--- config.mk ---
export PLATFORM = sky130hd
export DESIGN_NAME = pdl_puf_eval_ctrl
export DESIGN_NICKNAME = d
export VERILOG_FILES = /design/src/rtl/pdl_puf_eval_ctrl.sv
export SDC_FILE = /design/constraint.sdc
export NUM_CORES = 1
export LEC_CHECK = 0
export ABC_AREA = 1
export BUFFER_PORTS_ARGS = -buffer_cell sky130_fd_sc_hd__buf_4
export CORE_MARGIN = 2
export CORE_UTILIZATION = 30
export CTS_BUF_LIST = sky130_fd_sc_hd__clkbuf_8 sky130_fd_sc_hd__clkbuf_16
export CTS_CLUSTER_SIZE = 24
export DETAILED_ROUTE_END_ITERATION = 6
export GPL_TIMING_DRIVEN = 0
export PLACE_DENSITY = 0.6
export RECOVER_POWER = 100
export SETUP_SLACK_MARGIN = 0.15
export SYNTH_ARGS = -nofsm -noshare
export SYNTH_HDL_FRONTEND = slang
export SYNTH_SLANG_ARGS = --single-unit
--- constraint.sdc ---
create_clock -name clk -period 3.54 [get_ports clk]
set_input_delay 0.708 -clock clk [delete_from_list [all_inputs] [get_ports clk]]
set_output_delay 0.708 -clock clk [all_outputs]
set_load 0.1 [all_outputs]
--- src/rtl/pdl_puf_eval_ctrl.sv ---
// pdl_puf_eval_ctrl
// Evaluation sequencer for the PDL PUF. For each response bit the same challenge
// is launched NUM_VOTES times. After each launch the delay lines get SETTLE_CYCLES
// cycles to settle, then the XOR network output is sampled. The bit is the
// majority of those samples. The challenge steps by one between bits.
// All outputs are registered.

module pdl_puf_eval_ctrl #(
    parameter int RESP_BITS     = 8,
    parameter int NUM_VOTES     = 5,
    parameter int SETTLE_CYCLES = 4,
    parameter int CH_W          = 8
) (
    input  logic                 clk,
    input  logic                 reset,
    input  logic                 start,
    input  logic [CH_W-1:0]      challenge_seed,
    output logic [CH_W-1:0]      puf_challenge,
    output logic                 puf_trigger,
    input  logic                 xor_response,
    output logic                 busy,
    output logic                 done,
    output logic [RESP_BITS-1:0] response
);

    localparam int VOTE_W = $clog2(NUM_VOTES + 1);
    localparam int BIT_W  = (RESP_BITS > 1) ? $clog2(RESP_BITS) : 1;
    localparam int SET_W  = $clog2(SETTLE_CYCLES + 1);

    localparam logic [VOTE_W-1:0] LAST_VOTE   = VOTE_W'(NUM_VOTES - 1);
    localparam logic [VOTE_W-1:0] HALF_VOTES  = VOTE_W'(NUM_VOTES / 2);
    localparam logic [BIT_W-1:0]  LAST_BIT    = BIT_W'(RESP_BITS - 1);
    localparam logic [SET_W-1:0]  LAST_SETTLE = SET_W'(SETTLE_CYCLES - 1);

    typedef enum logic [2:0] {
        IDLE,
        LAUNCH,
        SETTLE,
        SAMPLE,
        VOTE,
        DONE
    } state_t;

    state_t            state;
    state_t            state_next;
    logic [BIT_W-1:0]  bit_idx;
    logic [VOTE_W-1:0] vote_cnt;
    logic [VOTE_W-1:0] ones_cnt;
    logic [SET_W-1:0]  settle_cnt;

    // State register; reset aborts a run immediately.
    always_ff @(posedge clk or posedge reset) begin
        // NOTE: sequential state uses non-blocking assignments so every register
        // samples pre-edge values, independent of statement order.
        if (reset) begin
            state <= IDLE;
        end else begin
            state <= state_next;
        end
    end

    // Next-state decode for the launch/settle/sample/vote sequence.
    always_comb begin
        // NOTE: default first so no path through the case leaves state_next
        // unassigned, which would infer a latch.
        state_next = state;
        case (state)
            IDLE:    if (start) state_next = LAUNCH;
            LAUNCH:  state_next = SETTLE;
            SETTLE:  if (settle_cnt == LAST_SETTLE) state_next = SAMPLE;
            SAMPLE:  state_next = (vote_cnt < LAST_VOTE) ? LAUNCH : VOTE;
            VOTE:    state_next = (bit_idx == LAST_BIT) ? DONE : LAUNCH;
            DONE:    state_next = IDLE;
            default: state_next = IDLE;
        endcase
    end

    // Datapath: challenge, counters and response bits, updated per current state.
    always_ff @(posedge clk or posedge reset) begin
        if (reset) begin
            puf_challenge <= '0;
            bit_idx       <= '0;
            vote_cnt      <= '0;
            ones_cnt      <= '0;
            settle_cnt    <= '0;
            response      <= '0;
        end else begin
            case (state)
                IDLE: begin
                    // response is left alone here; only bits written this run change.
                    if (start) begin
                        puf_challenge <= challenge_seed;
                        bit_idx       <= '0;
                        vote_cnt      <= '0;
                        ones_cnt      <= '0;
                    end
                end
                LAUNCH: begin
                    settle_cnt <= '0;
                end
                SETTLE: begin
                    settle_cnt <= settle_cnt + SET_W'(1);
                end
                SAMPLE: begin
                    ones_cnt <= ones_cnt + VOTE_W'(xor_response);
                    vote_cnt <= vote_cnt + VOTE_W'(1);
                end
                VOTE: begin
                    response[bit_idx] <= (ones_cnt > HALF_VOTES);
                    vote_cnt          <= '0;
                    ones_cnt          <= '0;
                    if (bit_idx != LAST_BIT) begin
                        bit_idx       <= bit_idx + BIT_W'(1);
                        puf_challenge <= puf_challenge + CH_W'(1);
                    end
                end
                default: ;
            endcase
        end
    end

    // Control outputs are registered from the next state.
    // Each one is then high exactly while the FSM sits in the matching state.
    always_ff @(posedge clk or posedge reset) begin
        if (reset) begin
            puf_trigger <= 1'b0;
            done        <= 1'b0;
            busy        <= 1'b0;
        end else begin
            puf_trigger <= (state_next == LAUNCH);
            done        <= (state_next == DONE);
            busy        <= (state_next != IDLE);
        end
    end

endmodule
# After elaboration in Yosys (flattened, before gate mapping)
# Cells that the tools add are included.
# Widths: inputs -> output; s select.
[totals]
in_bits = 12
reg_bits = 34
[classes]
mux = 17
n_reduce_logical = 8
n_lt_le_gt_ge = 4
eq_ne = 11
add_sub_neg = 5
[ops]
columns = ["op", "n"]
rows = [
  ["$mux 3", 6],
  ["$pmux 3 s3", 2],
  ["$mux 8", 2],
  ["$pmux 8 s2", 1],
  ["$pmux 3 s5", 1],
  ["$pmux 3 s2", 2],
  ["$add 3x1->3 const B", 3],
  ["$eq 3x2->1 const B", 3],
  ["$eq 3x3->1 const B", 3],
  ["$add 8x1->8 const B", 1],
  ["$bwmux 8", 1],
  ["$eq 3x1->1 const B", 2],
  ["$reduce_bool 3->1", 2],
  ["$lt 3x4->1 const B", 1],
  ["$ne 2x2->1 const B", 2],
  ["$reduce_bool 2->1", 2],
  ["$add 3x1->3", 1],
  ["$demux 1 s3", 1],
  ["$ge 3x1->1 const B", 1],
  ["$gt 3x2->1 const B", 1],
  ["$logic_not 3->1", 1],
  ["$lt 3x3->1 const B", 1],
  ["$ne 3x3->1 const B", 1],
  ["$reduce_and 3->1", 1],
  ["other kinds (3)", 3],
]

# Depth between registers and ports, before layout
[depth]
word_depth = 5
depth_mapped = 9

# Least setup slack after synthesis
# OpenSTA, ideal clock, no wires.
[synth_timing]
path_type = "reg2reg"
startpoint = "register puf_challenge[1]"
endpoint = "register puf_challenge[6]"
setup_slack_ps = 1645
synth_period_minus_slack_ps = 1895
stages_incl_launch_ff = 7
path_buffers = 0
arrival_time_ps = 1775
cell_sequence = "dfrtp_1 ha_1 nand3_1 o21ai_0 nand3_1 nand2_1 nand2_1"
[synth_between]
elab_chain_cells = 3
[synth_lines]
columns = ["item", "line_no", "text"]
rows = [
  ["from (decl)", "18", "output logic [CH_W-1:0] puf_challenge,"],
  ["from (signal assigned)", "92", "puf_challenge <= challenge_seed;"],
  ["from (signal assigned)", "114", "puf_challenge <= puf_challenge + CH_W'(1);"],
  ["$add 8x1->8", "114", ""],
  ["$mux 8", "112", "if (bit_idx != LAST_BIT) begin"],
  ["$pmux 8 s2", "88", "case (state)"],
]
# Every way passes these cells. The select of a mux whose other input is x is not followed.
# A chain may end at the register's enable or synchronous reset.

# Worst setup path in the final report
[layout_timing]
startpoint = "register puf_challenge[2]"
endpoint = "output puf_challenge[2]"
# No word-level cell between the ends.

==> reports/metrics.cfg <==
[run_status]
status = finished clean

[critical_path]
r2r_end = puf_challenge[1]$_DFFE_PP0P_
critical_path_buf_inv_count = 1
cpLargestDelayFamily = buffers and inverters
start_kind = flop
ff2ff_path_depth = 8
required_ns = 2.83
crit_slowest_cell = clkbuf_1
critPathArrivalTime_ns = 1.65
path_max_fanout = 7
crit_chain = clkbuf_1
criticalPathCategory = flop to output port
worst_path_largest_cell_delay_ns = 0.89
reg2reg_setup_slack_ns = 1.68
rr_startpoint = bit_idx[1]$_DFFE_PP0P_
endpoint_kind = output port

[die]
core_mm2 = 0.005540
start_util = 0.3119
io_pins = 31
fp-row-count = 27
die-height_um = 79.89
die_w_um = 79.89
dieArea_mm2 = 0.006382

[clock_tree]
cts_buffers = 5
cts-htree-levels = 2
worstSkewPairLatency_ns = 0.28
clk_pin_slew_ns = 0.07
ctsRootBufferMaster = clkbuf_8
cts_hold_buf = 0
cts_setup_buffers = 0
clock_path_buffers = 2
cts_tree = done
cts_resized = 0
clock-sinks = 34

[timing]
worstMarginPinSlew_ns = 1.280
setup_violations = 0
fin_ws_ns = 1.180
min_period_ns = 2.360
finalCritPeriodShare = 0.6667
fin_tns_setup_ns = 0
grt_setup_unrepaired = false
drv_slew = 0
hold_ws_ns = 0.4858
finClkSkew_ns = 0.003197
finalHoldViolCount = 0
max_freq_mhz = 423.7
timing.slew.headroom = 0.1454

[yosys]
synthTopCellsByArea = dfrtp_1 49%, nand2_1 15%, o21ai_0 7.0%, inv_1 6.3%, nand3_1 6.1%
syn-num-nets = 234
yosysWarnings = 0
synth_seq_cells = 34
avgSynthCellArea_um2 = 8.074
yosys.area.top_type = dfrtp_1
synth_top_area_share = 0.4924
synth_area_mm2 = 0.001728
synth_cell_types = 21
synthCells = 214
yosysSeqAreaShare = 0.4924

[finish]
antennaDiodeCount = 0
final_area_mm2 = 0.002021
layout_commonest_cell = nand2_1
area_delta_synth_final_pct = 16.94
post-route-util = 0.3647
drive_gt1_frac = 0.07968
layout_common_cells = 67 x nand2_1, 34 x dfrtp_1, 32 x inv_1
final_nets = 271
layoutNonFillerInstCount = 323

[run]
maxCapViolations = 0

[place]
dpl-instance-area_mm2 = 0.002043
routabilityCongestion = 0.7699
dp_hpwl_um = 2479
dp_cells = 316
io_buffers = 30
dp_slack_ns = 1.522

[routing]
first_pass_iters = 4
drt-met1-wl_um = 1527
vias = 1451
drc = 0
wl_um = 3403
wl_met3_um = 175
dr.first_iter.drc_count = 65
wl_per_cell_um = 10.54
dr_wl_met2_um = 1642
postRouteAntennaNets = 0
via_per_inst = 4.492
maxUsedRoutingLayer = met4

[global_routing]
antenna_found_initial = 0
grt_first_pass_wirelength_um = 5892
grt_pass1_vias = 1327
grt_start_max_net_pins = 35
grt.total_usage = 0.1207
overflow = 0

[worst_hold_path]
worstHoldEndpoint = response[7]$_DFFE_PP0P_
min_from = response[7]$_DFFE_PP0P_
hold_path_class = flop to flop
hold_depth = 2

[power]
p_per_area_mw_per_mm2 = 827.1
fin_total_pwr_mw = 1.671
leakage_nw = 1.004
ir_drop_mv = 0.4677

==> synth_stat cells <==
cell type / n
a21oi_1: 1
nand4_1: 2
xnor2_1: 3
buf_6: 1
buf_4: 1
ha_1: 8
o211ai_1: 1
or2_2: 2
nor2_1: 11
inv_1: 29
o22ai_2: 1
nand2_1: 67
nand2_4: 1
o21ai_0: 24
inv_2: 2
nand3_1: 21
dfrtp_1: 34
nor2_4: 1
nor2_2: 1
or2_0: 1
o22ai_1: 2
==> cell families after synthesis <==
family | count (synthesis) | share of synthesized area
simple gates | 107 | 0.2650
flops | 34 | 0.4924
buf+inv | 33 | 0.07820
compound gates | 29 | 0.09124
fa+ha+maj | 8 | 0.05793
xor+xnor | 3 | 0.01521
==> routing by layer <==
| metal | up-vias | track usage |
|---|---|---|
| met1 | 670 | 0.1420 |
| met3 | 5 | 0.04525 |
| met5 | - | 0 |
| li1 | 753 | - |
| met2 | 23 | 0.1942 |
| met4 | 0 | 0.05593 |
==> registers in the layout, indices dropped and copies added (netlist names) <==
| name | cells |
|---|---|
| puf_trigger | 1 |
| ones_cnt | 3 |
| busy | 1 |
| state | 3 |
| puf_challenge | 8 |
| vote_cnt | 3 |
| settle_cnt | 3 |
| done | 1 |
| response | 8 |
| bit_idx | 3 |
==> cell type report <==
class / count / area [um2]
flip-flops and latches: 34 / 850.8
inverters: 31 / 116.4
well taps: 72 / 90.09
repair buffers: 30 / 153.9
clock buffers: 5 / 68.82
multi-input cells: 147 / 725.7
fillers: 603 / 3520
plain buffers: 2 / 7.507
clock inverters: 2 / 7.507
==> report_power, final <==
part | switching (mW) | internal, mW | total [mW]
registers | 0.105 | 0.494 | 0.599
clock network | 0.133 | 0.129 | 0.263
logic | 0.662 | 0.147 | 0.809
==> how the worst max path moves through the flow <==
stage | start | depth (start not counted) | endpoint | slack (ns)
floorplan | puf_challenge[1]$_DFFE_PP0P_ | 6 | puf_challenge[6]$_DFFE_PP0P_ | 1.64
global placement | reset | 2 | puf_challenge[3]$_DFFE_PP0P_ | 1.55
detailed placement | reset | 2 | settle_cnt[1]$_DFFE_PP0P_ | 1.52
CTS | puf_challenge[2]$_DFFE_PP0P_ | 1 | puf_challenge[2] | 1.71
global route | puf_challenge[2]$_DFFE_PP0P_ | 1 | puf_challenge[2] | 1.14
finish | puf_challenge[2]$_DFFE_PP0P_ | 1 | puf_challenge[2] | 1.18
No activity file was read; power rests on OpenSTA's default activity.
